$ cat src/rtl/aes_in_packer.sv
// Packs a 32-bit plaintext word stream into 128-bit blocks for the AES core.
// Each block is issued with a single-cycle mode pulse using the active key.
module aes_in_packer #(
  parameter int DEPTH = 2,
  parameter int CNT_W = 16
) (
  input  logic             clk,
  input  logic             rst,
  input  logic             s_valid_i,
  input  logic [31:0]      s_data_i,
  output logic             s_ready_o,
  input  logic             key_wr_i,
  input  logic [2:0]       key_idx_i,
  input  logic [31:0]      key_word_i,
  input  logic [1:0]       key_mode_i,
  input  logic             key_commit_i,
  input  logic             core_ready_i,
  output logic [127:0]     core_data_o,
  output logic [255:0]     core_key_o,
  output logic [1:0]       core_mode_o,
  output logic             busy_o,
  output logic [CNT_W-1:0] blk_cnt_o
);

  localparam int AW = $clog2(DEPTH);

  localparam logic [1:0] ST_IDLE    = 2'd0;
  localparam logic [1:0] ST_ISSUE   = 2'd1;
  localparam logic [1:0] ST_WAIT_LO = 2'd2;
  localparam logic [1:0] ST_WAIT_HI = 2'd3;

  localparam logic [1:0] MODE_NOOP = 2'd0;

  logic [1:0]       word_cnt_q, word_cnt_d;
  logic [95:0]      asm_q, asm_d;
  logic [127:0]     mem_q [DEPTH];
  logic [127:0]     mem_d [DEPTH];
  logic [AW-1:0]    wr_ptr_q, wr_ptr_d;
  logic [AW-1:0]    rd_ptr_q, rd_ptr_d;
  logic [AW:0]      fifo_cnt_q, fifo_cnt_d;
  logic [255:0]     shadow_q, shadow_d;
  logic [255:0]     active_key_q, active_key_d;
  logic [1:0]       active_mode_q, active_mode_d;
  logic             key_valid_q, key_valid_d;
  logic             pend_q, pend_d;
  logic [1:0]       pend_mode_q, pend_mode_d;
  logic [1:0]       state_q, state_d;
  logic [127:0]     data_q, data_d;
  logic [1:0]       mode_q, mode_d;
  logic [CNT_W-1:0] blk_cnt_q, blk_cnt_d;
  logic [1:0]       lo_cnt_q, lo_cnt_d;

  logic fifo_full, fifo_empty, accept, push, pop, commit_go, issue_go;

  assign fifo_full  = (fifo_cnt_q == (AW+1)'(DEPTH));
  assign fifo_empty = (fifo_cnt_q == '0);
  assign s_ready_o  = !rst && !(word_cnt_q == 2'd3 && fifo_full);
  assign accept     = s_valid_i && s_ready_o;
  assign push       = accept && (word_cnt_q == 2'd3);
  // A pending commit steals the IDLE cycle so the block goes out with the new key.
  assign commit_go  = pend_q && (state_q == ST_IDLE);
  assign issue_go   = (state_q == ST_IDLE) && !pend_q && key_valid_q && !fifo_empty && core_ready_i;
  assign pop        = issue_go;

  assign core_data_o = data_q;
  assign core_key_o  = active_key_q;
  assign core_mode_o = mode_q;
  assign blk_cnt_o   = blk_cnt_q;
  assign busy_o      = (state_q != ST_IDLE) || !fifo_empty || (word_cnt_q != 2'd0);

  always_comb begin
    word_cnt_d = word_cnt_q;
    asm_d      = asm_q;
    mem_d      = mem_q;
    wr_ptr_d   = wr_ptr_q;
    rd_ptr_d   = rd_ptr_q;
    fifo_cnt_d = fifo_cnt_q;
    if (accept) begin
      word_cnt_d = word_cnt_q + 2'd1;
      asm_d      = {asm_q[63:0], s_data_i};
    end
    if (push) begin
      mem_d[wr_ptr_q] = {asm_q, s_data_i};
      wr_ptr_d        = wr_ptr_q + AW'(1);
    end
    if (pop) begin
      rd_ptr_d = rd_ptr_q + AW'(1);
    end
    if (push && !pop) begin
      fifo_cnt_d = fifo_cnt_q + (AW+1)'(1);
    end else if (pop && !push) begin
      fifo_cnt_d = fifo_cnt_q - (AW+1)'(1);
    end
  end

  always_comb begin
    shadow_d      = shadow_q;
    active_key_d  = active_key_q;
    active_mode_d = active_mode_q;
    key_valid_d   = key_valid_q;
    pend_d        = pend_q;
    pend_mode_d   = pend_mode_q;
    if (key_wr_i) begin
      for (int i = 0; i < 8; i++) begin
        if (key_idx_i == 3'(i)) begin
          shadow_d[255-32*i -: 32] = key_word_i;
        end
      end
    end
    if (commit_go) begin
      active_key_d  = shadow_d;
      active_mode_d = pend_mode_q;
      key_valid_d   = (pend_mode_q != MODE_NOOP);
      pend_d        = 1'b0;
    end
    if (key_commit_i) begin
      pend_d      = 1'b1;
      pend_mode_d = key_mode_i;
    end
  end

  // WAIT_LO gives up after four ready-high cycles in case the core never drops ready.
  always_comb begin
    state_d   = state_q;
    mode_d    = MODE_NOOP;
    data_d    = data_q;
    blk_cnt_d = blk_cnt_q;
    lo_cnt_d  = lo_cnt_q;
    case (state_q)
      ST_IDLE: begin
        if (issue_go) begin
          data_d    = mem_q[rd_ptr_q];
          mode_d    = active_mode_q;
          blk_cnt_d = blk_cnt_q + CNT_W'(1);
          state_d   = ST_ISSUE;
        end
      end
      ST_ISSUE: begin
        lo_cnt_d = 2'd0;
        state_d  = ST_WAIT_LO;
      end
      ST_WAIT_LO: begin
        if (!core_ready_i) begin
          state_d = ST_WAIT_HI;
        end else if (lo_cnt_q == 2'd3) begin
          state_d = ST_IDLE;
        end else begin
          lo_cnt_d = lo_cnt_q + 2'd1;
        end
      end
      ST_WAIT_HI: begin
        if (core_ready_i) begin
          state_d = ST_IDLE;
        end
      end
      default: state_d = ST_IDLE;
    endcase
  end

  always_ff @(posedge clk) begin
    if (rst) begin
      word_cnt_q    <= '0;
      asm_q         <= '0;
      mem_q         <= '{default: '0};
      wr_ptr_q      <= '0;
      rd_ptr_q      <= '0;
      fifo_cnt_q    <= '0;
      shadow_q      <= '0;
      active_key_q  <= '0;
      active_mode_q <= MODE_NOOP;
      key_valid_q   <= 1'b0;
      pend_q        <= 1'b0;
      pend_mode_q   <= MODE_NOOP;
      state_q       <= ST_IDLE;
      data_q        <= '0;
      mode_q        <= MODE_NOOP;
      blk_cnt_q     <= '0;
      lo_cnt_q      <= '0;
    end else begin
      word_cnt_q    <= word_cnt_d;
      asm_q         <= asm_d;
      mem_q         <= mem_d;
      wr_ptr_q      <= wr_ptr_d;
      rd_ptr_q      <= rd_ptr_d;
      fifo_cnt_q    <= fifo_cnt_d;
      shadow_q      <= shadow_d;
      active_key_q  <= active_key_d;
      active_mode_q <= active_mode_d;
      key_valid_q   <= key_valid_d;
      pend_q        <= pend_d;
      pend_mode_q   <= pend_mode_d;
      state_q       <= state_d;
      data_q        <= data_d;
      mode_q        <= mode_d;
      blk_cnt_q     <= blk_cnt_d;
      lo_cnt_q      <= lo_cnt_d;
    end
  end

endmodule

$ cat config.mk
export PLATFORM = sky130hd
export DESIGN_NAME = aes_in_packer
export DESIGN_NICKNAME = d
export VERILOG_FILES = /design/src/rtl/aes_in_packer.sv
export SDC_FILE = /design/constraint.sdc
export NUM_CORES = 2
export LEC_CHECK = 0
export BUFFER_PORTS_ARGS = -buffer_cell sky130_fd_sc_hd__clkbuf_2
export CAP_MARGIN = 30
export CORE_UTILIZATION = 47
export CTS_CLUSTER_SIZE = 28
export DETAILED_ROUTE_END_ITERATION = 6
export GPL_TIMING_DRIVEN = 0
export PLACE_DENSITY = 0.66
export SYNTH_ARGS = -nofsm -noshare
export SYNTH_HDL_FRONTEND = slang
export SYNTH_SLANG_ARGS = --single-unit
$ cat constraint.sdc
create_clock -name clk -period 2.1 [get_ports clk]
set_input_delay 0.315 -clock clk [delete_from_list [all_inputs] [get_ports clk]]
set_output_delay 0.315 -clock clk [all_outputs]
set_load 0.02 [all_outputs]
After elaboration in Yosys (flattened, before gate mapping)
Index checks and enable logic that the tools add are counted.
Widths: inputs -> output; s select.
{"block": "word_totals", "out_inout_bits": 404, "elab_cells": 110, "in_bits": 75, "reg_bits": 1026}
{"block": "classes", "n_bitwise": 4, "n_lt_le_gt_ge": 3, "n_eq_ne": 18, "reduce_logical": 33, "n_mux": 27, "n_addsub": 7}
{"cell": "$mux 128", "n": 4}
{"cell": "$bwmux 256", "n": 1}
{"cell": "$mux 256", "n": 1}
{"cell": "$mux 32", "n": 8}
{"cell": "$demux 128 s1", "n": 1}
{"cell": "$add 16x1->16 const B", "n": 1}
{"cell": "$mux 2", "n": 8}
{"cell": "$eq 3x3->1 const B", "n": 4}
{"cell": "$logic_and 1x1->1", "n": 12}
{"cell": "$reduce_bool 2->1", "n": 6}
{"cell": "$eq 2x2->1 const B", "n": 5}
{"cell": "$ne 2x2->1 const B", "n": 4}
{"cell": "$pmux 2 s4", "n": 1}
{"cell": "$add 2x1->2 const B", "n": 3}
{"cell": "$eq 3x2->1 const B", "n": 2}
{"cell": "$logic_not 1->1", "n": 6}
{"cell": "$reduce_and 3->1", "n": 2}
{"cell": "$ge 2x2->1 const B", "n": 2}
{"cell": "$logic_not 2->1", "n": 2}
{"cell": "$not 1->2", "n": 2}
{"cell": "$pmux 2 s2", "n": 1}
{"cell": "$eq 3x1->1 const B", "n": 1}
{"cell": "$logic_not 3->1", "n": 1}
{"cell": "$ne 3x3->1 const B", "n": 1}
{"cell": "other kinds (9)", "n": 13}

Logic depth before layout (Yosys ltp)
{"block": "logic_depth", "depth_word": 10, "ltp_mapped": 10, "mapped_depth_nobuf": 8}

Least setup slack after synthesis
No wires, ideal clock.
{"block": "synth_timing", "path_kind": "flip-flop to flip-flop", "startpoint": "register word_cnt_q[0]", "endpoint": "register fifo_cnt_q[1]", "path_buffers": 2, "t_required_ns": 2.030, "synth_period_minus_slack_ns": 2.210, "arrival_time_ns": 2.140, "setup_time_ns": 0.070, "stages_incl_launch_ff": 10, "path_slack_ns": -0.110, "path_cell_list": "dfxtp_1 -> ha_1 -> and3b_1 -> buf_2 -> nor3b_4 -> buf_2 -> and2_1 -> ha_1 -> or3_1 -> a21oi_1"}
{"block": "synth_between", "elab_chain_len": 9, "elab_cells_between_ends": 11, "classes_between": "eq/ne: 1; mux: 1; reduce/logical: 9"}
{"item": "start, declared", "line": "34", "text": "logic [1:0] word_cnt_q, word_cnt_d;"}
{"item": "start signal, assigned", "line": "180", "text": "word_cnt_q <= word_cnt_d;"}
{"item": "$eq 2x2->1 (*)", "line": "57, 59"}
{"item": "$logic_and 1x1->1", "line": "57", "text": "assign s_ready_o = !rst && !(word_cnt_q == 2'd3 && fifo_full);"}
{"item": "$logic_not 1->1", "line": "57"}
{"item": "$logic_and 1x1->1", "line": "57"}
{"item": "$logic_and 1x1->1", "line": "58", "text": "assign accept = s_valid_i && s_ready_o;"}
{"item": "$logic_and 1x1->1 (*)", "line": "59", "text": "assign push = accept && (word_cnt_q == 2'd3);"}
{"item": "net push", "line": "53", "text": "logic fifo_full, fifo_empty, accept, push, pop, commit_go, issue_go;"}
{"item": "$logic_not 1->1", "line": "91", "text": "end else if (pop && !push) begin"}
{"item": "$logic_and 1x1->1", "line": "91"}
{"item": "$reduce_bool 2->1 (no source line)"}
{"item": "end signal, assigned", "line": "185", "text": "fifo_cnt_q <= fifo_cnt_d;"}
{"item": "end, declared", "line": "40", "text": "logic [AW:0] fifo_cnt_q, fifo_cnt_d;"}
The timed path passes the listed nets; every way through them passes the cells marked *.
A chain may end at the register's enable or synchronous reset.

Worst setup path after layout
Same ends and word-level chain as after synthesis.

==> flow_metrics.env <==
export IMPL_grt_overflow=0
export IMPL_start_util_pct=47.6
export IMPL_cts_max_level=3
export IMPL_outcome="complete, no violations"
export IMPL_timing_fmax_ghz=0.481
export IMPL_r2r_slack_ns=0.02
export IMPL_synth_edf_count=0
export IMPL_synth_top_area_share_pct=55.7
export IMPL_period_share_pct=99.0
export IMPL_grt_pass1_vias=28400
export IMPL_crit_required_ns=2.67
export IMPL_gp_congestion=0.901
export IMPL_setup_violations=0
export IMPL_worst_path_max_fanout=6
export IMPL_hpwlAfterDp_um=88000
export IMPL_vdd_drop_max_mv=0.731
export IMPL_grt_max_degree=20
export IMPL_grt_pass1_wl_um=176000
export IMPL_synth_net_count=4078
export IMPL_drtIter0Drc=2357
export IMPL_path_delay_family="simple AND/OR/NAND/NOR gates"
export IMPL_clockRootBuffer="clkbuf_16"
export IMPL_critPathSlowestCell="dfxtp_4"
export IMPL_yosys_warnings=0
export IMPL_post_route_min_period_ns=2.08
export IMPL_worstPathArrival_ns=2.65
export IMPL_stdcell_area_mm2=0.0448
export IMPL_critPathLaunch="word_cnt_q[0]$_SDFFE_PP0P_"
export IMPL_totalWireLength_um=121000
export IMPL_worst_path_buf_inv=2
export IMPL_dieArea_mm2=0.0796
export IMPL_ys_seq_area_share_pct=55.7
export IMPL_power_density_mw_per_mm2=944
export IMPL_swShare_pct=24.5
export IMPL_numCtsBuffers=105
export IMPL_r2r_start="word_cnt_q[0]$_SDFFE_PP0P_"
export IMPL_power_frac_clock_pct=44.8
export IMPL_grt_usage_pct=29.3
export IMPL_firstDrtPassIters=5
export IMPL_placed_area_mm2=0.0406
export IMPL_crit_end="fifo_cnt_q[1]$_SDFFE_PP0P_"
export IMPL_multi_input_area_mm2=0.0147
export IMPL_wl_per_cell_um=21.1
export IMPL_switchingPower_uw=10300
export IMPL_power_internal_uw=31900
export IMPL_ant_nets=0
export IMPL_die_width_um=282
export IMPL_ff_latch_area_mm2=0.0205
export IMPL_r2r_end="fifo_cnt_q[1]$_SDFFE_PP0P_"
export IMPL_synth_area_leaders="dfxtp_1, mux2i_1, a211oi_1, nor2_1, nand2_1"
export IMPL_drive_above_1_share_pct=18.0
export IMPL_clkLatencyLatePin_ns=0.67
export IMPL_vias=30600
export IMPL_fin_nets=4686
export IMPL_ys_ff_latch=1026
export IMPL_synth_cells=3998
export IMPL_portBuffers=441
export IMPL_cts_tree="done"
export IMPL_routed_via_density=5.34
export IMPL_async_flop_share_pct=0
export IMPL_drc=0
export IMPL_synth_area_leader_cell="dfxtp_1"
export IMPL_p_seq_share_pct=48.3
export IMPL_ys_types=42
export IMPL_max_cap_viol_count=0
export IMPL_row_count=102
export IMPL_core_mm2=0.0776
export IMPL_antenna_found_initial=5
export IMPL_combPwrFrac_pct=7.0
export IMPL_hold_viol=0
export IMPL_path_class="reg -> reg"
export IMPL_cp_depth=10
export IMPL_cp_cell_sequence="ha_4 > and3b_1 > buf_6 > nor3b_4 > buf_6 > and2_4 > ha_4 > xor2_1 > or3_1 > a21oi_1"
export IMPL_total_power_uw=42300
export IMPL_syn_area_mm2=0.0369
export IMPL_critPathCaptureType="flip-flop"
export IMPL_fin_skew_ns=0.0300
export IMPL_clkSlewWorstSetupHoldPaths_ns=0.06
export IMPL_maxSlewHeadroom_pct=27.5
export IMPL_fill_cells=7128
export IMPL_area_growth_pct=21.3
export IMPL_p_leak_uw=0.0173
export IMPL_dominantRegCellSynth="dfxtp_1"
export IMPL_reg2regPathDepth=10
export IMPL_syn_avg_cell_area_um2=9.23
export IMPL_tightest_slew_ns=1.09
export IMPL_finalMaxSlewViolations=0
export IMPL_io_pins=479
export IMPL_die_height_um=282
export IMPL_cpPeakStageDelay_ns=0.36
export IMPL_cts_sinks=1026
export IMPL_cp_start_kind="flip-flop"
export IMPL_hp_class="in -> reg"
export IMPL_cts_max_path_buffers=3
export IMPL_rsz0062_at_grt="true"
[logic make-up after synthesis]
group / after synthesis / synth area share (%)
xor+xnor: 7 / 0.166
buf+inv: 368 / 4.58
flops: 1026 / 55.7
mux: 387 / 10.5
compound gates: 775 / 13.2
simple gates: 1430 / 15.7
fa+ha+maj: 5 / 0.170
[flip-flops by register name, summed over array words and instances (netlist names), 16 cells and up]
name / flops
asm_q: 96
blk_cnt_o: 16
core_data_o: 128
core_key_o: 256
mem_q: 256
shadow_q: 256
[what timing repair did]
item                       4_1_cts  5_1_grt
setup endpoints to repair      647      286
gates resized for setup         32       44
pin swaps                        2        6
cloned                           0        1
hold endpoints to repair        92        0
hold buffers                    38        0
setup buffers                    6        4
[final cells by class]
cell class	instances	share of cell area [%]
diodes	3	0.0168
plain buffers	359	3.89
clock buffers	161	7.26
clock inverters	32	0.698
inverters	8	0.0754
multi-input cells	2604	32.9
flip-flops and latches	1026	45.9
well taps	1040	2.91
repair buffers	502	6.36
[layer usage]
layer | global-route usage (%) | up-vias | routed length, µm
met3 | 6.70 | 284 | 8810
met5 | 0 | - | 19
li1 | - | 14800 | -
met4 | 16.1 | 4 | 7030
met1 | 35.7 | 14500 | 49000
met2 | 47.8 | 1009 | 56400
[Yosys cell counts (all sizes together) (3+ instances only)]
cell type	instances
dfxtp	1026
nor2	653
nand2	622
mux2i	386
a211oi	384
a21oi	275
clkbuf	188
buf	172
o21ai	103
nand2b	101
inv	8
o31ai	8
or4	8
nand4	7
nor3	6
nor3b	6
or3	6
ha	5
nand3	5
xor2	4
and2	3
nand4b	3
xnor2	3
[power groups by stage]
stage | Combinational [µW] | Clock [µW] | Sequential, µW
detailed placement | 2820 | 0 | 20800
floorplan | 1310 | 0 | 21100
CTS | 2910 | 19200 | 20400
global placement | 2770 | 0 | 20800
finish | 2940 | 18900 | 20400
global route | 3140 | 20000 | 20400
[worst min-delay path: stages]
cell	delay, ns
clkbuf_1	0.15
mux2i_1	0.22
nor2_1	0.06
[per-stage QoR]
step | utilization, % | hold WS (ns) | std cells | TNS, ns | worst slack, ns
2_1_floorplan | - | 0.424 | 3998 | 0 | 0.00505
5_1_grt | 57.7 | 0.124 | 5734 | -0.186 | -0.0411
3_5_place_dp | 52.3 | 0.446 | 5491 | -327.28 | -0.713
3_3_place_gp | 52.1 | 0.441 | 5479 | -372.42 | -0.816
6_report | 57.7 | 0.144 | 5735 | 0 | 0.0216
4_1_cts | 57.6 | 0.107 | 5727 | 0 | 0.00177
[how the worst min path moves through the flow]
stage / startpoint / end / slack [ns] / cells after the start
floorplan: s_data_i[0] / asm_q[0]$_SDFFE_PP0P_ / 0.42 / 2
global placement: mem_q[255]$_SDFFE_PP0P_ / mem_q[255]$_SDFFE_PP0P_ / 0.44 / 2
detailed placement: mem_q[138]$_SDFFE_PP0P_ / mem_q[138]$_SDFFE_PP0P_ / 0.45 / 2
CTS: key_word_i[22] / shadow_q[182]$_SDFF_PP0_ / 0.11 / 3
global route: key_word_i[22] / shadow_q[182]$_SDFF_PP0_ / 0.12 / 3
finish: key_word_i[22] / shadow_q[182]$_SDFF_PP0_ / 0.14 / 3
[placed cells by master (no fill, tap or decap), types with 4 or more instances in the layout]
cell           netlist  layout
clkbuf_2             0     460
nand4_1              7       7
o21ai_1              8       8
buf_1                9       6
nand2b_1           101     101
nor3b_1              5       5
or4_1                7       7
clkbuf_4             0       8
clkinvlp_4           0       7
a21oi_1            275     275
nand3_1              5       5
clkinv_2             0      17
mux2i_1            386     386
o21ai_0             95      95
buf_6               12      20
nor2_1             652     651
a211oi_1           384     384
clkbuf_16            0     109
or3_1                6       6
clkbuf_1           188     184
buf_8                0       9
dfxtp_1           1026    1023
o31ai_1              8       8
clkbuf_8             0      33
buf_4               12      27
nor3_1               4       4
nand2_1            622     622
buf_2              139     128
dlygate4sd3_1        0      38
xor2_1               4       4
inv_1                8       7
No activity file was read; power rests on OpenSTA's default activity.
